$ cat config.mk
export PLATFORM = sky130hd
export DESIGN_NAME = multicycle_ctrl_flat
export DESIGN_NICKNAME = d
export VERILOG_FILES = /design/src/rtl/multicycle_ctrl_if.sv /design/src/rtl/multicycle_ctrl.sv /design/src/flat_wrapper.sv
export SDC_FILE = /design/constraint.sdc
export NUM_CORES = 1
export LEC_CHECK = 0
export BUFFER_PORTS_ARGS = -buffer_cell sky130_fd_sc_hd__buf_2
export CAP_MARGIN = 20
export CORE_ASPECT_RATIO = 1.25
export CORE_UTILIZATION = 45
export DETAILED_ROUTE_END_ITERATION = 7
export PLACE_DENSITY = 0.79
export SYNTH_ARGS = -nofsm -noshare
export SYNTH_HDL_FRONTEND = slang
export SYNTH_SLANG_ARGS = --single-unit
$ cat constraint.sdc
create_clock -name clk_i -period 2.4 [get_ports clk_i]
set_input_delay 0.36 -clock clk_i [delete_from_list [all_inputs] [get_ports clk_i]]
set_output_delay 0.36 -clock clk_i [all_outputs]
set_load 0.02 [all_outputs]
$ cat src/rtl/multicycle_ctrl_if.sv
// Memory handshake bundle between the multi-cycle controller and instruction/data memory.
// Signal direction suffixes are relative to the controller.
interface multicycle_ctrl_if;
  logic imem_req_o;
  logic imem_ack_i;
  logic dmem_req_o;
  logic dmem_we_o;
  logic dmem_ack_i;

  modport master (
    output imem_req_o,
    output dmem_req_o,
    output dmem_we_o,
    input  imem_ack_i,
    input  dmem_ack_i
  );

  modport slave (
    input  imem_req_o,
    input  dmem_req_o,
    input  dmem_we_o,
    output imem_ack_i,
    output dmem_ack_i
  );
endinterface

$ cat src/rtl/multicycle_ctrl.sv
// Multi-cycle control FSM for the RV32I subset (R-type, addi, lw, sw, beq).
// Optional retired-instruction counter enabled by defining PERF_CNT_EN.
module multicycle_ctrl #(
  parameter int unsigned MEM_TIMEOUT = 15
) (
  input  logic                     clk_i,
  input  logic                     rst_i,
  input  logic                     start_i,
  input  logic [31:0]              instr_i,
  input  logic                     zero_i,
  multicycle_ctrl_if.master        mem_if,
  output logic                     ir_we_o,
  output logic                     pc_we_o,
  output logic                     pc_src_o,
  output logic                     reg_we_o,
  output logic                     alu_src_o,
  output logic [1:0]               alu_op_o,
  output logic [1:0]               imm_sel_o,
  output logic                     mem_to_reg_o,
  output logic [2:0]               state_o,
  output logic                     err_o
`ifdef PERF_CNT_EN
  ,
  output logic [31:0]              retired_o
`endif
);

  typedef enum logic [2:0] {
    ST_IDLE   = 3'd0,
    ST_FETCH  = 3'd1,
    ST_DECODE = 3'd2,
    ST_EXEC   = 3'd3,
    ST_MEM    = 3'd4,
    ST_WB     = 3'd5,
    ST_ERROR  = 3'd7
  } state_t;

  localparam logic [6:0] OP_R    = 7'b0110011;
  localparam logic [6:0] OP_ADDI = 7'b0010011;
  localparam logic [6:0] OP_LW   = 7'b0000011;
  localparam logic [6:0] OP_SW   = 7'b0100011;
  localparam logic [6:0] OP_BEQ  = 7'b1100011;
  localparam logic [7:0] TIMEOUT_LAST = 8'(MEM_TIMEOUT - 1);

  state_t     state_r;
  state_t     state_nxt_s;
  logic [7:0] cnt_r;
  logic [7:0] cnt_nxt_s;
  logic [6:0] opcode_r;
  logic       retire_s;
  logic       timeout_s;
  logic       imem_req_s;
  logic       dmem_req_s;
  logic       dmem_we_s;
  logic       unused_instr_s;

  assign unused_instr_s = ^instr_i[31:7];

  function automatic logic [1:0] imm_sel_f(input logic [6:0] opcode);
    logic [1:0] sel;
    case (opcode)
      OP_SW:   sel = 2'b01;
      OP_BEQ:  sel = 2'b10;
      default: sel = 2'b00;
    endcase
    return sel;
  endfunction

  // Next-state and output decode from current state and latched opcode
  always_comb begin
    state_nxt_s  = state_r;
    imem_req_s   = 1'b0;
    dmem_req_s   = 1'b0;
    dmem_we_s    = 1'b0;
    ir_we_o      = 1'b0;
    pc_we_o      = 1'b0;
    pc_src_o     = 1'b0;
    reg_we_o     = 1'b0;
    alu_src_o    = 1'b0;
    alu_op_o     = 2'b00;
    imm_sel_o    = 2'b00;
    mem_to_reg_o = 1'b0;
    err_o        = 1'b0;
    retire_s     = 1'b0;
    timeout_s    = (cnt_r == TIMEOUT_LAST);
    case (state_r)
      ST_IDLE: begin
        if (start_i) begin
          state_nxt_s = ST_FETCH;
        end else begin
          state_nxt_s = ST_IDLE;
        end
      end
      ST_FETCH: begin
        imem_req_s = 1'b1;
        if (mem_if.imem_ack_i) begin
          ir_we_o     = 1'b1;
          pc_we_o     = 1'b1;
          state_nxt_s = ST_DECODE;
        end else if (timeout_s) begin
          state_nxt_s = ST_ERROR;
        end else begin
          state_nxt_s = ST_FETCH;
        end
      end
      ST_DECODE: begin
        imm_sel_o = imm_sel_f(opcode_r);
        case (instr_i[6:0])
          OP_R, OP_ADDI, OP_LW, OP_SW, OP_BEQ: state_nxt_s = ST_EXEC;
          default:                             state_nxt_s = ST_ERROR;
        endcase
      end
      ST_EXEC: begin
        imm_sel_o = imm_sel_f(opcode_r);
        case (opcode_r)
          OP_R: begin
            alu_op_o    = 2'b10;
            state_nxt_s = ST_WB;
          end
          OP_ADDI: begin
            alu_src_o   = 1'b1;
            state_nxt_s = ST_WB;
          end
          OP_LW, OP_SW: begin
            alu_src_o   = 1'b1;
            state_nxt_s = ST_MEM;
          end
          OP_BEQ: begin
            alu_op_o    = 2'b01;
            pc_src_o    = 1'b1;
            pc_we_o     = zero_i;
            retire_s    = 1'b1;
            state_nxt_s = ST_FETCH;
          end
          default: state_nxt_s = ST_ERROR;
        endcase
      end
      ST_MEM: begin
        imm_sel_o  = imm_sel_f(opcode_r);
        dmem_req_s = 1'b1;
        dmem_we_s  = (opcode_r == OP_SW);
        if (mem_if.dmem_ack_i) begin
          if (opcode_r == OP_SW) begin
            retire_s    = 1'b1;
            state_nxt_s = ST_FETCH;
          end else begin
            state_nxt_s = ST_WB;
          end
        end else if (timeout_s) begin
          state_nxt_s = ST_ERROR;
        end else begin
          state_nxt_s = ST_MEM;
        end
      end
      ST_WB: begin
        imm_sel_o    = imm_sel_f(opcode_r);
        reg_we_o     = 1'b1;
        mem_to_reg_o = (opcode_r == OP_LW);
        retire_s     = 1'b1;
        state_nxt_s  = ST_FETCH;
      end
      ST_ERROR: begin
        err_o       = 1'b1;
        state_nxt_s = ST_ERROR;
      end
      default: state_nxt_s = ST_ERROR;
    endcase
    // Counter restarts on every state change so each request gets a fresh budget
    if (state_nxt_s != state_r) begin
      cnt_nxt_s = 8'd0;
    end else if ((state_r == ST_FETCH) || (state_r == ST_MEM)) begin
      cnt_nxt_s = cnt_r + 8'd1;
    end else begin
      cnt_nxt_s = 8'd0;
    end
  end

  assign mem_if.imem_req_o = imem_req_s;
  assign mem_if.dmem_req_o = dmem_req_s;
  assign mem_if.dmem_we_o  = dmem_we_s;
  assign state_o           = state_r;

  // State, timeout counter and opcode latch
  always_ff @(posedge clk_i) begin
    if (rst_i) begin
      state_r  <= ST_IDLE;
      cnt_r    <= 8'd0;
      opcode_r <= 7'd0;
    end else begin
      state_r <= state_nxt_s;
      cnt_r   <= cnt_nxt_s;
      if (state_r == ST_DECODE) begin
        opcode_r <= instr_i[6:0];
      end
    end
  end

`ifdef PERF_CNT_EN
  // Retired-instruction counter, wraps naturally at 32 bits
  always_ff @(posedge clk_i) begin
    if (rst_i) begin
      retired_o <= 32'd0;
    end else if (retire_s) begin
      retired_o <= retired_o + 32'd1;
    end
  end
`endif

endmodule
$ cat src/flat_wrapper.sv
// flat-port wrapper written by rule: the top's interface ports become plain ports
module multicycle_ctrl_flat 
#(
  parameter int unsigned MEM_TIMEOUT = 15
)
  (clk_i, rst_i, start_i, instr_i, zero_i, ir_we_o, pc_we_o, pc_src_o, reg_we_o, alu_src_o, alu_op_o, imm_sel_o, mem_to_reg_o, state_o, err_o, mem_if_imem_req_o, mem_if_dmem_req_o, mem_if_dmem_we_o, mem_if_imem_ack_i, mem_if_dmem_ack_i);
  multicycle_ctrl_if mem_if_i ();
  input  logic clk_i;
  input  logic rst_i;
  input  logic start_i;
  input  logic [31:0] instr_i;
  input  logic zero_i;
  output logic ir_we_o;
  output logic pc_we_o;
  output logic pc_src_o;
  output logic reg_we_o;
  output logic alu_src_o;
  output logic [1:0] alu_op_o;
  output logic [1:0] imm_sel_o;
  output logic mem_to_reg_o;
  output logic [2:0] state_o;
  output logic err_o;
  output wire logic [$bits(mem_if_i.imem_req_o)-1:0] mem_if_imem_req_o;
  output wire logic [$bits(mem_if_i.dmem_req_o)-1:0] mem_if_dmem_req_o;
  output wire logic [$bits(mem_if_i.dmem_we_o)-1:0] mem_if_dmem_we_o;
  input wire logic [$bits(mem_if_i.imem_ack_i)-1:0] mem_if_imem_ack_i;
  input wire logic [$bits(mem_if_i.dmem_ack_i)-1:0] mem_if_dmem_ack_i;
  assign mem_if_imem_req_o = mem_if_i.imem_req_o;
  assign mem_if_dmem_req_o = mem_if_i.dmem_req_o;
  assign mem_if_dmem_we_o = mem_if_i.dmem_we_o;
  assign mem_if_i.imem_ack_i = mem_if_imem_ack_i;
  assign mem_if_i.dmem_ack_i = mem_if_dmem_ack_i;
  multicycle_ctrl #(.MEM_TIMEOUT(MEM_TIMEOUT)) u_core (.clk_i(clk_i), .rst_i(rst_i), .start_i(start_i), .instr_i(instr_i), .zero_i(zero_i), .mem_if(mem_if_i), .ir_we_o(ir_we_o), .pc_we_o(pc_we_o), .pc_src_o(pc_src_o), .reg_we_o(reg_we_o), .alu_src_o(alu_src_o), .alu_op_o(alu_op_o), .imm_sel_o(imm_sel_o), .mem_to_reg_o(mem_to_reg_o), .state_o(state_o), .err_o(err_o));
endmodule
==> impl_metrics.ini <==
[cells_and_area]
final_util = 0.583
antenna_cells = 0
syn2layout_area_growth_pct = 19.4
drive_gt1_frac = 0.286
final_nets = 203

[die]
die_y_um = 57.1
core_um2 = 2230
rows = 19
die_w_um = 46.0
io_pins = 55
start_util = 0.488
dieArea_um2 = 2630

[routing]
num_vias = 1007
postRouteAntennaNets = 0
viasPerCell = 5.24
drt_pre_antenna_iters = 4
routedWlPerCell_um = 11.9
drtIter0Drc = 20
drc = 0
routed_wl_um = 2280

[yosys]
synthesis.nets = 171
ys_warn_count = 0
syn_inst = 130
synth-xor-area-share = 0.0482
synthSimpleGateAreaFrac = 0.381
synthAdderAreaFrac = 0.0344
synth_compound_area_frac = 0.115
yosysUniqueCellTypes = 36
synth_mux_area_frac = 0.0459
seq_area_frac_synth = 0.330
synth_top_family_by_area = simple AND/OR/NAND/NOR gates
avgSynthCellArea_um2 = 8.39
synth.cell_area_um2 = 1090
ys_ff_latch = 18

[critical_path]
critPathMaxFanout = 11
max_stage_delay_ns = 0.68
critPathCaptureType = flop
critPathLaunch = u_core.state_o[1]
critPathSlowestCell = or4b_1
worst_ep_arrival_time_ns = 2.47
rr_startpoint = u_core.state_o[1]
crit_buf_inv = 0
worst-path-stages = 5
critical_path_class = flop to flop
path_cells = ha_1 > or3_1 > a21oi_1 > or4b_1 > nor3_2
reg2reg_depth = 5
cp_data_required_time_ns = 2.62
path_delay_family = simple AND/OR/NAND/NOR gates
start_kind = flop

[clocking]
post_cts_resized = 0
cts.sinks = 18
cts-htree-levels = 1
clk_pin_slew_worst_paths_ns = 0.10
root_buffer = clkbuf_4
cts_made_buffers = 3
postCtsSetupBuffers = 0
hold_buffers = 0
worstSkewPairLatency_ns = 0.28
cts_tree = done
cts_buffer_depth = 2

[placed_design]
place.gp.congestion = 0.839
hpwl_um = 1820
port_buffers = 29

[sta]
fin_crit_ns = 2.25
maxSlewHeadroom = 0.563
min_period_over_period = 0.937
worstMarginPinSlew_ns = 0.639
fin_tns_setup_ns = 0
max_freq_mhz = 445
finalMaxSlewViolations = 0
setup_viol = 0
rsz0062_at_grt = no
hold_viol = 0
worst_clock_skew_ns = 0.00385

[pwr]
ir_drop_mv = 0.501
p_leak_nw = 0.541
power.density_nw_per_um2 = 860

[grt]
globalRouteOverflowTotal = 0
grt_pass1_vias = 962
grt.total_usage = 0.190
antenna_found_initial = 0
grt_max_degree = 14
grt_first_pass_wirelength_um = 3770

[worst_hold_path]
min-delay-start = instr_i[6]
min_path_type = input port to flop
whs_path_depth = 3

[status]
outcome = finished, final reports clean

[flow_run]
drv_cap = 0
==> worst min-delay path, delay by kind of cell <==
family | cells | cell delay, ns
AOI/OAI and AO/OA | 1 | 0.05
buffers and inverters | 1 | 0.09
and+or+nand+nor | 1 | 0.07
==> cells in the final DEF (no fill, tap or decap), types with 2 or more instances in the layout <==
master,instances
buf_4,3
nand3_1,5
nor4bb_1,3
inv_1,5
a21oi_1,7
nor3b_1,4
xor2_1,4
buf_2,29
nand2b_1,4
and3b_1,2
a31oi_1,2
nor2_1,17
clkbuf_4,3
and4_1,2
nor3_2,8
nand2_1,10
or4b_1,2
nor3_1,4
xnor2_1,2
nor2b_1,2
o21ai_0,3
mux2i_1,5
dfxtp_1,18
ha_1,3
a21boi_0,2
==> synth_stat cells (all sizes together) <==
master   number  area, um2
a2111oi       1       8.76
a21boi        2       15.0
a21o          1       7.51
a21oi         8       43.8
a22oi         1       7.51
a31oi         2       12.5
and2          1       6.26
and3          1       6.26
and3b         2       17.5
and4          2       17.5
buf           4       27.5
clkbuf        1       3.75
dfxtp        18        360
ha            3       37.5
inv           5       18.8
mux2i         5       50.1
nand2        10       37.5
nand2b        4       25.0
nand3         5       25.0
nand4bb       1       11.3
nor2         17       63.8
nor2b         2       12.5
nor3         12        100
nor3b         4       30.0
nor4bb        3       30.0
o21ai         3       15.0
o21bai        1       7.51
o31ai         1       7.51
or2           1       6.26
or3           1       6.26
or4b          2       20.0
xnor2         2       17.5
xor2          4       35.0
==> registers in the layout, summed over array words and instances, names as in the netlist <==
name and flops:
u_core.opcode_r 7, u_core.cnt_r 8, u_core.state_o 3
==> where the power goes <==
group | switching (mW) | internal [mW] | total (mW)
registers | 0.0783 | 0.344 | 0.422
logic | 0.309 | 0.206 | 0.515
clock network | 0.0906 | 0.0923 | 0.183
total | 0.478 | 0.642 | 1.12
==> through the flow <==
stage	hold WS, ns	cells	total power, mW	cell area, um2	setup slack, ns
floorplan	0.474	130	0.813	1090	0.203
global placement	0.494	188	0.924	1270	0.241
detailed placement	0.506	188	0.938	1270	0.193
CTS	0.309	192	1.13	1300	0.152
global route	0.323	192	1.20	1300	0.0690
finish	0.312	192	1.12	1300	0.151
==> routing by layer <==
| layer | global-route usage | up-vias | share of wire |
|---|---|---|---|
| li1 | - | 520 | - |
| met3 | 0.0222 | 6 | 0.045 |
| met1 | 0.215 | 454 | 0.43 |
| met5 | 0 | - | 0 |
| met2 | 0.336 | 27 | 0.50 |
| met4 | 0.0924 | 0 | 0.022 |
==> worst paths after layout <==
kind | endpoint | slack, ns
worst min register to register | u_core.cnt_r[0] | 0.53
worst min-delay path | u_core.opcode_r[6] | 0.31
worst max register to register | u_core.cnt_r[2] | 0.15
worst max-delay path | u_core.cnt_r[2] | 0.15
==> cell type report <==
| cell class | count | area, um2 |
|---|---|---|
| clock buffer | 4 | 36.3 |
| inverter | 5 | 18.8 |
| multi-input combinational | 102 | 681 |
| timing repair buffer | 32 | 168 |
| tap | 31 | 38.8 |
| sequential | 18 | 360 |
| fill | 225 | 932 |
==> kinds of logic (layout without fill, tap and decap cells) <==
family                     Yosys count  after routing
buffers and inverters               10             41
adders and majority gates            3              3
AOI/OAI and AO/OA                   20             20
muxes                                5              5
xor gates and xnor gates             6              6
and+or+nand+nor                     68             68
DFF                                 18             18
(Power assumes the default switching activity.)
